[config.mk]
export PLATFORM = sky130hd
export DESIGN_NAME = u_inst_sequencer
export DESIGN_NICKNAME = d
export VERILOG_FILES = /design/src/rtl/u_inst_sequencer_pkg.sv /design/src/rtl/u_inst_sequencer_result_unit.sv /design/src/rtl/u_inst_sequencer.sv
export SDC_FILE = /design/constraint.sdc
export NUM_CORES = 1
export LEC_CHECK = 0
export BUFFER_PORTS_ARGS = -buffer_cell sky130_fd_sc_hd__buf_4
export CAP_MARGIN = 25
export CORE_UTILIZATION = 50
export CTS_CLUSTER_DIAMETER = 80
export DETAILED_ROUTE_END_ITERATION = 8
export PLACE_DENSITY = 0.77
export SETUP_SLACK_MARGIN = 0.4
export SLEW_MARGIN = 20
export SYNTH_ARGS = -nofsm -noshare
export SYNTH_HDL_FRONTEND = slang
export SYNTH_HIERARCHICAL = 1
export SYNTH_SLANG_ARGS = --single-unit
[constraint.sdc]
create_clock -name clk -period 2.65 [get_ports clk]
set_input_delay 0.3975 -clock clk [delete_from_list [all_inputs] [get_ports clk]]
set_output_delay 0.3975 -clock clk [all_outputs]
set_load 0.1 [all_outputs]
[src/rtl/u_inst_sequencer_pkg.sv]
// Shared types and constants for the U-type instruction sequencer.
package u_inst_sequencer_pkg;

    typedef enum logic [2:0] {
        ST_IDLE,
        ST_FETCH,
        ST_DECODE,
        ST_EXEC,
        ST_WB,
        ST_TRAP
    } state_t;

    typedef enum logic [1:0] {
        TRAP_NONE    = 2'd0,
        TRAP_ILLEGAL = 2'd1,
        TRAP_TIMEOUT = 2'd2
    } trap_cause_t;

    localparam logic [6:0] OPC_LUI   = 7'b0110111;
    localparam logic [6:0] OPC_AUIPC = 7'b0010111;

    function automatic logic is_u_opcode(input logic [6:0] opcode);
        return (opcode == OPC_LUI) || (opcode == OPC_AUIPC);
    endfunction

endpackage

[src/rtl/u_inst_sequencer_result_unit.sv]
// Combinational field extraction and U-type result computation.
module u_result_unit
    import u_inst_sequencer_pkg::*;
(
    input  logic [31:0] ir,
    input  logic [31:0] pc,
    output logic [4:0]  rd,
    output logic [19:0] imm,
    output logic        is_u,
    output logic [31:0] result
);

    logic [6:0]  opcode;
    logic [31:0] upper;

    assign opcode = ir[6:0];
    assign rd     = ir[11:7];
    assign imm    = ir[31:12];
    assign upper  = {ir[31:12], 12'b0};
    assign is_u   = is_u_opcode(opcode);

    // AUIPC adds the pc of the instruction itself; the sum wraps modulo 2^32.
    assign result = (opcode == OPC_AUIPC) ? (pc + upper) : upper;

endmodule

[src/rtl/u_inst_sequencer.sv]
// Multi-cycle LUI/AUIPC sequencer: owns the pc, fetches, computes and writes back,
// and parks in a sticky trap on an illegal opcode or a fetch timeout.
module u_inst_sequencer
    import u_inst_sequencer_pkg::*;
#(
    parameter logic [31:0] RESET_PC       = 32'h0000_0000,
    parameter int          TIMEOUT_CYCLES = 16,
    parameter int          CNT_W          = 16
) (
    input  logic             clk,
    input  logic             rst_n,
    input  logic             run,
    input  logic             clear,
    output logic             imem_req,
    output logic [31:0]      imem_addr,
    input  logic             imem_valid,
    input  logic [31:0]      imem_rdata,
    output logic             rf_we,
    output logic [4:0]       rf_waddr,
    output logic [31:0]      rf_wdata,
    input  logic             rf_ack,
    output logic [31:0]      pc_out,
    output logic             busy,
    output logic             halted,
    output logic [1:0]       trap_cause,
    output logic [CNT_W-1:0] instret
);

    localparam int              TO_W    = $clog2(TIMEOUT_CYCLES);
    localparam logic [TO_W-1:0] TO_LAST = TO_W'(TIMEOUT_CYCLES - 1);

    state_t           state, state_next;
    logic [31:0]      pc;
    logic [31:0]      ir;
    logic [31:0]      result_q;
    logic [CNT_W-1:0] instret_q;
    trap_cause_t      cause_q;
    logic [TO_W-1:0]  to_cnt;

    logic [4:0]       rd;
    logic [19:0]      unused_imm;
    logic             is_u;
    logic [31:0]      result;
    logic             retire;
    logic             timeout_hit;

    u_result_unit u_result (
        .ir     (ir),
        .pc     (pc),
        .rd     (rd),
        .imm    (unused_imm),
        .is_u   (is_u),
        .result (result)
    );

    // NOTE: sequential state is always written with non-blocking assignments so
    // every register samples the pre-edge values of its inputs.
    always_ff @(posedge clk or negedge rst_n) begin
        if (!rst_n) state <= ST_IDLE;
        else        state <= state_next;
    end

    // NOTE: every combinational output gets a default first, so no path leaves
    // it unassigned and no latch is inferred.
    always_comb begin
        state_next  = state;
        retire      = 1'b0;
        timeout_hit = 1'b0;
        unique case (state)
            ST_IDLE:   if (run) state_next = ST_FETCH;
            ST_FETCH: begin
                if (imem_valid) begin
                    state_next = ST_DECODE;
                end else if (to_cnt == TO_LAST) begin
                    state_next  = ST_TRAP;
                    timeout_hit = 1'b1;
                end
            end
            ST_DECODE: state_next = is_u ? ST_EXEC : ST_TRAP;
            ST_EXEC: begin
                if (rd == 5'd0) retire = 1'b1;
                else            state_next = ST_WB;
            end
            ST_WB:     if (rf_ack) retire = 1'b1;
            ST_TRAP:   if (clear) state_next = ST_IDLE;
            default:   state_next = ST_IDLE;
        endcase
        // run is only consulted at retirement so an instruction in flight always completes.
        if (retire) state_next = run ? ST_FETCH : ST_IDLE;
    end

    // NOTE: ir and result_q are ordinary registers, not a memory array, so they
    // are reset like everything else and outputs are defined straight out of reset.
    always_ff @(posedge clk or negedge rst_n) begin
        if (!rst_n) begin
            pc        <= RESET_PC;
            ir        <= '0;
            result_q  <= '0;
            instret_q <= '0;
            cause_q   <= TRAP_NONE;
            to_cnt    <= '0;
        end else begin
            if (state == ST_FETCH) begin
                if (imem_valid) begin
                    ir     <= imem_rdata;
                    to_cnt <= '0;
                end else if (timeout_hit) begin
                    to_cnt <= '0;
                end else begin
                    to_cnt <= to_cnt + TO_W'(1);
                end
            end
            if (timeout_hit)                     cause_q <= TRAP_TIMEOUT;
            if (state == ST_DECODE && !is_u)     cause_q <= TRAP_ILLEGAL;
            if (state == ST_EXEC)                result_q <= result;
            if (retire) begin
                pc        <= pc + 32'd4;
                instret_q <= instret_q + CNT_W'(1);
            end
            if (state == ST_TRAP && clear) begin
                pc      <= RESET_PC;
                cause_q <= TRAP_NONE;
            end
        end
    end

    always_comb begin
        imem_req   = 1'b0;
        rf_we      = 1'b0;
        busy       = 1'b0;
        halted     = 1'b0;
        unique case (state)
            ST_IDLE:   ;
            ST_FETCH:  begin imem_req = 1'b1; busy = 1'b1; end
            ST_DECODE: busy = 1'b1;
            ST_EXEC:   busy = 1'b1;
            ST_WB:     begin rf_we = 1'b1; busy = 1'b1; end
            ST_TRAP:   halted = 1'b1;
            default:   ;
        endcase
        imem_addr  = pc;
        pc_out     = pc;
        rf_waddr   = rd;
        rf_wdata   = result_q;
        trap_cause = cause_q;
        instret    = instret_q;
    end

endmodule

==> impl_results.md, run 1 <==
- Status: finished, violations left
- Violated checks: negative setup slack
- Sequential share of power: 27.0%
- H-Tree Depth: 4
- Dpl hpwl: 13.8 mm
- Tcrit/Tclk final: 104%
- Mean number of vias per cell: around 5.8
- Pin count of the biggest net entering global routing: 49
- Slack of the critical path: -0.104 ns
- Share of total power in the clock network: between 20 and 25%
- Critical Path Source Type: flip-flop
- I/O pin total: 161
- Floorplan die height: 121 microns
- First-pass GRT wire length: 31.9 mm
- Remaining global-route overflow: 0
- Combinational group share of total power: 50.8%
- Net Sw Power: 0.00518 W
- Area growth syn-to-layout: 40.5%
- Final WL: 20.4 mm
- DRT iter0 DRCs: 380
- Max-slew headroom at the worst pin: between 50% and 60%
- Mapped Area: 7090 sq um
- Sw frac: 48.3%
- Filler cells: 999
- Area after DPL: 8960 sq um
- Overall fraction of global-route tracks in use: around 28%
- Number of nets with antenna violations after detailed routing: 0
- Crit. End Element: flip-flop
- Synth warnings: 6
- Average cell area after synthesis: 10.1 sq um
- Fraction of layout cells with a size suffix above 1: 48.7%
- Final-report max-slew violation count: 0
- Die Area: about 15000 sq um
- Total clock buffers created by CTS: 17
- DRC viols: 0
- Placer congestion estimate: 0.918
- Classification of the worst setup path: reg -> reg
- Count of vias placed by the detailed router: roughly 6300
- Buffer cell driving the clock tree root: sky130_fd_sc_hd__clkbuf_16
- Arrival time worst endpoint: 3.05 ns
- Fin nets: 950
- Horizontal extent of the die: 121 microns
- Post-Synthesis Cells: 704
- Leak: 4.73 nW
- Std-Cell Rows: 43
- Final setup skew: 0.00831 ns
- Initial Util: 51.1%
- Maximum VDD drop: 1290 uV
- Unrepaired setup endpoints after global routing: true
- Clock insertion delay at the later pin of the skew report: 0.42 ns
- Deepest clock path buffer count: 2
- Max-cap viol count: 0
- Clock tree from TritonCTS: yes
- Required @ worst endpoint: 2.95 ns
- Pre-antenna DRT Iters: 5
- Biggest fanout along the worst timing path: 4
- Count of buffers from port buffering: 156
- Setup-failing EPs final: 4
- CTS Sinks: 119
- Core Area: 13900 sq um
- Antenna violations before repair: 0
- Number of global-route vias before repair: 6141
- Final Hold Violating Endpoints: 0
- Clock transition at the register clock pins on the worst setup and hold paths after CTS: 0.06 ns
- Power per Cell Area: 1080 nW/um^2
- Maximum operating frequency: 363 MHz
- Class of the tightest hold or removal check: in -> async
- Finished Cell Area: between 9000 and 10000 sq um
- Cell-internal power: 0.00554 W
- Average wire per cell in the routed design: 18.8 microns
- Final core area utilization: 71.8%
- Count of antenna diodes in the layout: 0
- Transition at the pin with the smallest max-transition slack: 0.698 ns
- Minimum clock period: 2.75 ns
## metal layers
metal	global-route usage, %	routed length [microns]	vias to the layer above
met5	0	0	-
met4	9.41	409	0
met3	4.46	955	33
met2	47.6	10300	207
met1	36.4	8710	3126
li1	-	-	2895
## cell type report
type                            instances  area (sq um)  area share, %
Multi-Input combinational cell        500          4160           41.7
Sequential cell                       119          3050           30.7
Timing Repair Buffer                  239          1870           18.8
Clock buffer                           21           460           4.62
Tap cell                              180           225           2.26
Clock inverter                         11           150           1.51
Inverter                               12          45.0          0.452
## sequential cells by signal, indices dropped and copies added, names as in the netlist
| name | count |
|---|---|
| rf_wdata | 32 |
| ir | 32 |
| trap_cause | 2 |
| imem_addr | 30 |
| state | 3 |
| instret | 16 |
| to_cnt | 4 |
## stage by stage
step                setup TNS (ns)  cells  hold WS (ns)  total power, W  worst slack, ns
floorplan                   -0.131    709         0.102         0.00700           -0.131
global placement           -0.0230   1031         0.460         0.00802          -0.0230
detailed placement         -0.0636   1031         0.477         0.00816          -0.0636
CTS                        -0.0430   1074        0.0356          0.0107          -0.0430
global route                -0.768   1082        0.0562          0.0112           -0.182
finish                      -0.311   1082        0.0107          0.0107           -0.104
## power by group through the flow
stage / registers [W] / logic (W) / clock network [W]
6_report: 0.00290 / 0.00545 / 0.00237
5_1_grt: 0.00297 / 0.00572 / 0.00248
4_1_cts: 0.00289 / 0.00538 / 0.00240
3_5_place_dp: 0.00291 / 0.00525 / 0
3_3_place_gp: 0.00287 / 0.00515 / 0
2_1_floorplan: 0.00433 / 0.00267 / 0
## cell usage in the layout (no fill, tap or decap), types with 8 or more instances in the layout
cell type,count
sky130_fd_sc_hd__inv_1,10
sky130_fd_sc_hd__ha_1,14
sky130_fd_sc_hd__and3_1,12
sky130_fd_sc_hd__a21o_1,11
sky130_fd_sc_hd__buf_6,10
sky130_fd_sc_hd__clkbuf_16,17
sky130_fd_sc_hd__nor3_1,12
sky130_fd_sc_hd__o31ai_1,13
sky130_fd_sc_hd__a21oi_1,25
sky130_fd_sc_hd__xnor2_1,18
sky130_fd_sc_hd__nand2_1,65
sky130_fd_sc_hd__mux2_2,60
sky130_fd_sc_hd__o21ai_0,12
sky130_fd_sc_hd__or2_2,12
sky130_fd_sc_hd__dfrtp_1,90
sky130_fd_sc_hd__nor4_4,8
sky130_fd_sc_hd__nand4_1,22
sky130_fd_sc_hd__or4_1,10
sky130_fd_sc_hd__and2_1,18
sky130_fd_sc_hd__ha_4,8
sky130_fd_sc_hd__buf_4,226
sky130_fd_sc_hd__dfrtp_2,13
sky130_fd_sc_hd__nor2_1,21
sky130_fd_sc_hd__nand3_1,22
sky130_fd_sc_hd__dfrtp_4,16
sky130_fd_sc_hd__mux2i_1,18
## critical path, stage by stage (launching register included)
cell and delay [ns]:
sky130_fd_sc_hd__dfrtp_4 0.50, sky130_fd_sc_hd__ha_4 0.24, sky130_fd_sc_hd__a21o_1 0.17, sky130_fd_sc_hd__a21oi_2 0.22, sky130_fd_sc_hd__a211oi_2 0.13, sky130_fd_sc_hd__o41ai_2 0.21, sky130_fd_sc_hd__buf_4 0.17, sky130_fd_sc_hd__mux4_2 0.50
sky130_fd_sc_hd__a211o_1 0.24, sky130_fd_sc_hd__mux2_4 0.25
## repair_timing
action / CTS / global route
setup endpoints to repair: 14 / 19
hold buffers: 0 / 0
resized for setup: 40 / 14
pin swaps: 14 / 11
setup buffers: 11 / 8
## final timing paths
check,start,to,slack (ns),cells past startpoint
max in group asynchronous,rst_n,ir[27]$_DFFE_PN0P_,1.82,2
max reg2reg,imem_addr[15]$_DFFE_PN0P_,rf_wdata[31]$_DFFE_PN0P_,-0.10,9
min in group clk,imem_rdata[2],ir[2]$_DFFE_PN0P_,0.21,2
max,imem_addr[15]$_DFFE_PN0P_,rf_wdata[31]$_DFFE_PN0P_,-0.10,9
min,rst_n,rf_wdata[20]$_DFFE_PN0P_,0.01,1
min reg2reg,instret[15]$_DFFE_PN0P_,instret[15]$_DFFE_PN0P_,0.49,1
Note: power is estimated with default switching activity, not from simulation.
==> inputs of run 2 (changes only) <==
--- a/config.mk
+++ b/config.mk
@@ -8,6 +8,7 @@
 export BUFFER_PORTS_ARGS = -buffer_cell sky130_fd_sc_hd__buf_4
 export CAP_MARGIN = 25
 export CORE_UTILIZATION = 50
+export CTS_BUF_LIST = sky130_fd_sc_hd__clkbuf_16
 export CTS_CLUSTER_DIAMETER = 80
 export DETAILED_ROUTE_END_ITERATION = 8
 export PLACE_DENSITY = 0.77
==> run 2 against run 1 <==
Against the previous run:
- hold slack is essentially flat
- clock power shrank 3%
- cell count is essentially flat
- via count shrank 0.85%
- clock skew grew 0.0011 ns
- the run still ends with negative setup slack left
- die area is the same
==> impl_results.md, run 2 (synthesis gave the netlist of run 1 again) <==
- Pre-antenna DRT Iters: 8 (+3)
- Violated checks: negative setup slack
- Count of buffers from port buffering: 156 (unchanged)
- DRT iter0 DRCs: 350 (-7.9%)
- Final-report max-slew violation count: 0 (unchanged)
- Clock insertion delay at the later pin of the skew report: 0.42 ns (about the same)
- Horizontal extent of the die: 121 microns (unchanged)
- Fraction of layout cells with a size suffix above 1: 48.5% (-0.17 points)
- Net Sw Power: 0.00517 W (-0.14%)
- Max-cap viol count: 0 (unchanged)
- Core Area: 13900 sq um (unchanged)
- Share of total power in the clock network: 21.6% (-0.5 points)
- Status: finished, violations left
- Antenna violations before repair: 0 (unchanged)
- Minimum clock period: 2.74 ns (-0.0122 ns)
- Max-slew headroom at the worst pin: 53.1% (-0.39 points)
- Final core area utilization: 71.8% (about the same)
- Number of global-route vias before repair: 6101 (-0.65%)
- Std-Cell Rows: 43 (unchanged)
- Unrepaired setup endpoints after global routing: true
- H-Tree Depth: 4 (unchanged)
- Initial Util: 51.1% (unchanged)
- Pin count of the biggest net entering global routing: 49 (unchanged)
- Non-filler cells in the finished layout: 1081 (-0.092%)
- Clock transition at the register clock pins on the worst setup and hold paths after CTS: 0.06 ns (about the same)
- Cell-internal power: 0.00549 W (-0.93%)
- Slack of the critical path: -0.0916 ns (+0.0122 ns)
- CTS Sinks: 119 (unchanged)
- I/O pin total: 161 (unchanged)
- First-pass GRT wire length: 31.6 mm (-0.76%)
- Classification of the worst setup path: reg -> reg
- Die Area: 14700 sq um (unchanged)
- Cts hold-fix bufs: 0 (unchanged)
- Number of nets with antenna violations after detailed routing: 0 (unchanged)
- Clock tree from TritonCTS: yes
- Overall fraction of global-route tracks in use: 27.9% (-0.15 points)
- Transition at the pin with the smallest max-transition slack: 0.704 ns (+0.00580 ns)
- Inst Count DP: 1031 (unchanged)
- Average wire per cell in the routed design: 18.5 microns (-1.9%)
- Mean number of vias per cell: 5.74 (-0.75%)
- Sum of negative setup slack: -0.143 ns (+0.168 ns)
- Arrival time worst endpoint: 3.04 ns (about the same)
- Deepest clock path buffer count: 2 (unchanged)
- Dpl hpwl: 13.8 mm (unchanged)
- Crit. End Element: flip-flop
- Buffer cell driving the clock tree root: sky130_fd_sc_hd__clkbuf_16
- Final Hold Violating Endpoints: 0 (unchanged)
- Power per Cell Area: 1070 nW/um^2 (-0.63%)
- Setup-failing EPs final: 3 (-1)
- Class of the tightest hold or removal check: in -> async
- Area growth syn-to-layout: 40.6% (about the same)
- Remaining global-route overflow: 0 (unchanged)
- Tcrit/Tclk final: 103% (-0.46 points)
- Critical Path Source Type: flip-flop
- Required @ worst endpoint: 2.95 ns (about the same)
- Total clock buffers created by CTS: 17 (unchanged)
- Floorplan die height: 121 microns (unchanged)
- Worst flop-to-flop path startpoint: imem_addr[13]$_DFFE_PN0P_
- Maximum operating frequency: 365 MHz (+0.45%)
- Sequential share of power: 27.1% (about the same)
- Maximum VDD drop: 1290 uV (about the same)
- Sw frac: 48.5% (+0.20 points)
- Count of vias placed by the detailed router: 6208 (-0.85%)
- Final setup skew: 0.00940 ns (+0.00108 ns)
- Final WL: 20.0 mm (-1.9%)
- Placer congestion estimate: 0.918 (unchanged)
- Leak: 4.75 nW (+0.44%)
- Worst setup timing slack at the placement stage: -0.0636 ns (unchanged)
- Count of antenna diodes in the layout: 0 (unchanged)
- Biggest fanout along the worst timing path: 4 (unchanged)
- DRC viols: 0 (unchanged)
- Combinational group share of total power: 51.3% (+0.5 points)
- Launch point of the critical path: imem_addr[13]$_DFFE_PN0P_
- Top library cells by usage in the layout, fill and taps aside: 223 x sky130_fd_sc_hd__buf_4, 89 x sky130_fd_sc_hd__dfrtp_1, 65 x sky130_fd_sc_hd__nand2_1
- Fin nets: 949 (-0.11%)
- Most frequent standard cell in the layout excluding fill and tap cells: sky130_fd_sc_hd__buf_4
run 2: changes by cell type in the layout (fill, tap and decap cells not counted), moves of 2 or more:
cell / change
sky130_fd_sc_hd__inv_1: +2
sky130_fd_sc_hd__mux2_4: +3
sky130_fd_sc_hd__clkinv_1: +2
sky130_fd_sc_hd__clkbuf_1: -2
sky130_fd_sc_hd__buf_4: -3
sky130_fd_sc_hd__mux2_2: -3
sky130_fd_sc_hd__buf_6: +2
sky130_fd_sc_hd__clkbuf_8: -2
run 2: cell type report:
class / instances / area, sq um
clock buffers: 17 / 425
clock inverters: 15 / 165
fillers: 996 / 3910
inverters: 12 / 45.0
multi-input cells: 500 / 4180
flip-flops and latches: 119 / 3060
well taps: 180 / 225
repair buffers: 238 / 1870
run 2: routing by layer:
layer / track usage (%) / wire length [microns] / up-vias
li1: - / - / 2890
met1: 36.1 / 8730 / 3092
met2: 47.4 / 10100 / 198
met3: 4.65 / 835 / 28
met4: 9.18 / 342 / 0
met5: 0 / 0 / -
run 2: path summary, 6_finish.rpt:
check / to / slack (ns) / depth (start not counted)
worst max-delay path: rf_wdata[25]$_DFFE_PN0P_ / -0.09 / 11
worst max register to register: rf_wdata[25]$_DFFE_PN0P_ / -0.09 / 11
max in group asynchronous: ir[27]$_DFFE_PN0P_ / 1.87 / 2
worst min register to register: instret[15]$_DFFE_PN0P_ / 0.49 / 1
worst min-delay path: ir[24]$_DFFE_PN0P_ / 0.01 / 1
min in group clk: ir[2]$_DFFE_PN0P_ / 0.21 / 2
run 2: what timing repair did:
| action | CTS | global route |
|---|---|---|
| endpoints found under the setup margin | 14 | 18 |
| resized for setup | 40 | 22 |
| pin swaps | 14 | 15 |
| setup buffers | 11 | 7 |
run 2: power by group through the flow:
stage	clock network, W	registers [W]	logic [W]
final	0.00230	0.00289	0.00546
after CTS	0.00233	0.00289	0.00538
after detailed placement	0	0.00291	0.00525
after floorplan	0	0.00433	0.00267
after global routing	0.00242	0.00297	0.00574
after global placement	0	0.00287	0.00515
run 2: metrics by stage:
step	hold WS [ns]	instance area, sq um	total power, W
after detailed placement	0.477	8960	0.00816
after global routing	0.0619	9970	0.0111
after floorplan	0.102	7550	0.00700
final	0.0110	9970	0.0107
after global placement	0.460	8960	0.00802
after CTS	0.0337	9810	0.0106
run 2: worst max-delay path: stages, from the launching register on:
cell	delay, ns
sky130_fd_sc_hd__dfrtp_4	0.50
sky130_fd_sc_hd__ha_4	0.29
sky130_fd_sc_hd__a21oi_4	0.05
sky130_fd_sc_hd__nand4b_1	0.23
sky130_fd_sc_hd__buf_4	0.18
sky130_fd_sc_hd__buf_6	0.11
sky130_fd_sc_hd__a21boi_4	0.17
sky130_fd_sc_hd__a41oi_2	0.15
sky130_fd_sc_hd__buf_6	0.16
sky130_fd_sc_hd__o2111a_1	0.26
sky130_fd_sc_hd__a211o_1	0.28
sky130_fd_sc_hd__mux2_4	0.25
==> inputs of run 3 (changes only) <==
--- a/config.mk
+++ b/config.mk
@@ -5,16 +5,18 @@
 export SDC_FILE = /design/constraint.sdc
 export NUM_CORES = 1
 export LEC_CHECK = 0
+export ABC_AREA = 1
 export BUFFER_PORTS_ARGS = -buffer_cell sky130_fd_sc_hd__buf_4
 export CAP_MARGIN = 25
-export CORE_UTILIZATION = 50
+export CORE_UTILIZATION = 51
 export CTS_BUF_LIST = sky130_fd_sc_hd__clkbuf_16
 export CTS_CLUSTER_DIAMETER = 80
 export DETAILED_ROUTE_END_ITERATION = 8
-export PLACE_DENSITY = 0.77
+export PLACE_DENSITY = 0.78
 export SETUP_SLACK_MARGIN = 0.4
 export SLEW_MARGIN = 20
 export SYNTH_ARGS = -nofsm -noshare
 export SYNTH_HDL_FRONTEND = slang
 export SYNTH_HIERARCHICAL = 1
 export SYNTH_SLANG_ARGS = --single-unit
+export TNS_END_PERCENT = 5
==> run 3 against run 2 <==
Against the previous run:
- the flow now finishes without violations
- first-iteration DRC count grew 52%
- sequential cell count is the same
- count of clock-buffer cells in the layout is the same
==> impl_results.md, run 3 <==
- Status: finished, final reports clean
- Dpl hpwl: 14.8 mm (+6.8%)
- Mean number of vias per cell: 5.13 (-11%)
- I/O pin total: 161 (unchanged)
- Final setup skew: 0.00811 ns (-0.00129 ns)
- DRT iter0 DRCs: 533 (+52%)
- Initial Util: 52.9% (+1.8 points)
- H-Tree Depth: 4 (unchanged)
- Power per Cell Area: 1090 nW/um^2 (+1.6%)
- Slack of the critical path: 0.555 ns (+0.646 ns)
- Fraction of layout cells with a size suffix above 1: 24.0% (-24 points)
- Count of buffers from port buffering: 156 (unchanged)
- Max-cap viol count: 0 (unchanged)
- Buffer cell driving the clock tree root: sky130_fd_sc_hd__clkbuf_16
- Leak: 5.03 nW (+5.8%)
- CTS Sinks: 119 (unchanged)
- Biggest fanout along the worst timing path: 7 (+3)
- Horizontal extent of the die: 126 microns (+3.8%)
- Area growth syn-to-layout: 22.2%
- Number of nets with antenna violations after detailed routing: 0 (unchanged)
- Antenna violations before repair: 0 (unchanged)
- DRC viols: 0 (unchanged)
- Number of global-route vias before repair: 6704 (+9.9%)
- Final-report max-slew violation count: 0 (unchanged)
- Final WL: 20.4 mm (+2.2%)
- Post-Route Hold Slack: 0.204 ns (+0.193 ns)
- Fin nets: 1246 (+31%)
- Overall fraction of global-route tracks in use: 26.9% (-0.99 points)
- Critical Path Source Type: flip-flop
- Die Area: 15800 sq um (+7.8%)
- Pin count of the biggest net entering global routing: 48 (-2.0%)
- Required @ worst endpoint: 2.96 ns (about the same)
- Most frequent standard cell in the layout excluding fill and tap cells: sky130_fd_sc_hd__nand2_1
- Synth warnings: 6 (unchanged)
- Clock transition at the register clock pins on the worst setup and hold paths after CTS: 0.06 ns (about the same)
- Buffers inserted by post-CTS timing repair: 0 (-11)
- Average cell area after synthesis: 7.44 sq um (-26%)
- Sum of negative setup slack: 0 ns (+0.143 ns)
- Count of vias placed by the detailed router: 7083 (+14%)
- Class of the tightest hold or removal check: in -> reg
- Setup-failing EPs final: 0 (-3)
- Maximum operating frequency: 477 MHz (+31%)
- Core Area: 14800 sq um (+6.3%)
- Deepest clock path buffer count: 2 (unchanged)
- Unrepaired setup endpoints after global routing: false
- First-pass GRT wire length: 33.3 mm (+5.4%)
- Placer congestion estimate: 0.965 (+5.2%)
- Floorplan die height: 126 microns (+3.8%)
- Std-Cell Rows: 44 (+2.3%)
- Pre-antenna DRT Iters: 5 (-3)
- Total clock buffers created by CTS: 17 (unchanged)
- Maximum VDD drop: 1030 uV (-20%)
- Max-slew headroom at the worst pin: 57.1% (+4.1 points)
- Remaining global-route overflow: 0 (unchanged)
- Clock tree from TritonCTS: yes
- Count of antenna diodes in the layout: 0 (unchanged)
- Top library cells by usage in the layout, fill and taps aside: 377 x sky130_fd_sc_hd__nand2_1, 171 x sky130_fd_sc_hd__buf_4, 117 x sky130_fd_sc_hd__dfrtp_1
- Worst setup timing slack at the placement stage: 0.574 ns (+0.637 ns)
- Minimum clock period: 2.10 ns (-0.646 ns)
- Mapped Area: 7810 sq um (+10%)
- Transition at the pin with the smallest max-transition slack: 0.643 ns (-0.0608 ns)
- Post-Synthesis Cells: 1049 (+49%)
- Classification of the worst setup path: reg -> reg
- Arrival time worst endpoint: 2.40 ns (-0.64 ns)
- Clock insertion delay at the later pin of the skew report: 0.42 ns (about the same)
- Crit. End Element: flip-flop
- Final Hold Violating Endpoints: 0 (unchanged)
- Tcrit/Tclk final: 79.1% (-24 points)
- Average wire per cell in the routed design: 14.8 microns (-20%)
run 3: routing by layer:
layer,share of wire [%],wire length [microns],GRT usage (%),vias to the layer above
li1,-,-,-,3543
met1,44,8950,34.3,3255
met2,47,9620,44.0,248
met3,6.1,1240,6.92,37
met4,3.0,604,10.3,0
met5,0,0,0,-
run 3: power breakdown:
group          internal (W)  switching [W]  leakage (nW)  total, W
sequential          0.00233       0.000463          1.53   0.00279
clock               0.00138       0.000890         0.275   0.00227
combinational       0.00146        0.00385          3.22   0.00530
total               0.00517        0.00520          5.03    0.0104
run 3: final cells by class:
class	instances	area (sq um)
Fill cell	1313	5210
Multi-Input combinational cell	765	4010
Sequential cell	119	2980
Timing Repair Buffer	174	1330
Clock buffer	17	425
Inverter	108	407
Tap cell	184	230
Clock inverter	15	153
run 3: worst paths after layout:
kind / start / end / slack (ns) / cells past startpoint
max in group asynchronous: rst_n / imem_addr[13]$_DFFE_PN0P_ / 1.51 / 3
min reg2reg: rf_wdata[27]$_DFFE_PN0P_ / rf_wdata[27]$_DFFE_PN0P_ / 0.47 / 2
max: imem_addr[12]$_DFFE_PN0P_ / rf_wdata[24]$_DFFE_PN0P_ / 0.55 / 15
min in group asynchronous: rst_n / rf_wdata[23]$_DFFE_PN0P_ / 0.46 / 2
min: imem_rdata[13] / ir[13]$_DFFE_PN0P_ / 0.20 / 2
max reg2reg: imem_addr[12]$_DFFE_PN0P_ / rf_wdata[24]$_DFFE_PN0P_ / 0.55 / 15
run 3: worst max-delay path, cell delays in order, from the launching register on:
cell and delay (ns):
sky130_fd_sc_hd__dfrtp_2 0.42, sky130_fd_sc_hd__ha_1 0.20, sky130_fd_sc_hd__inv_1 0.06, sky130_fd_sc_hd__fa_1 0.39, sky130_fd_sc_hd__inv_1 0.09, sky130_fd_sc_hd__nand3_1 0.08, sky130_fd_sc_hd__nand3_2 0.10, sky130_fd_sc_hd__nand2_1 0.07
sky130_fd_sc_hd__nand2_2 0.11, sky130_fd_sc_hd__nand2_1 0.10, sky130_fd_sc_hd__nand2_1 0.07, sky130_fd_sc_hd__nand2_1 0.04, sky130_fd_sc_hd__nand3_1 0.06, sky130_fd_sc_hd__nand2_1 0.06, sky130_fd_sc_hd__nand2_1 0.06, sky130_fd_sc_hd__nand2_1 0.05
run 3: timing repair:
| item | CTS | global route |
|---|---|---|
| hold endpoints to repair | 28 | 0 |
| resized for setup | 0 | 1 |
| hold buffers | 1 | 0 |
| setup endpoints to repair | 0 | 2 |
run 3: per-stage QoR:
stage	instances	total power (W)	utilization (%)	instance area, sq um
3_5_place_dp	1349	0.00807	60.7	8950
2_1_floorplan	1054	0.00712	-	7840
3_3_place_gp	1349	0.00801	60.7	8950
4_1_cts	1382	0.0104	64.6	9540
6_report	1382	0.0104	64.7	9540
5_1_grt	1382	0.0109	64.7	9540
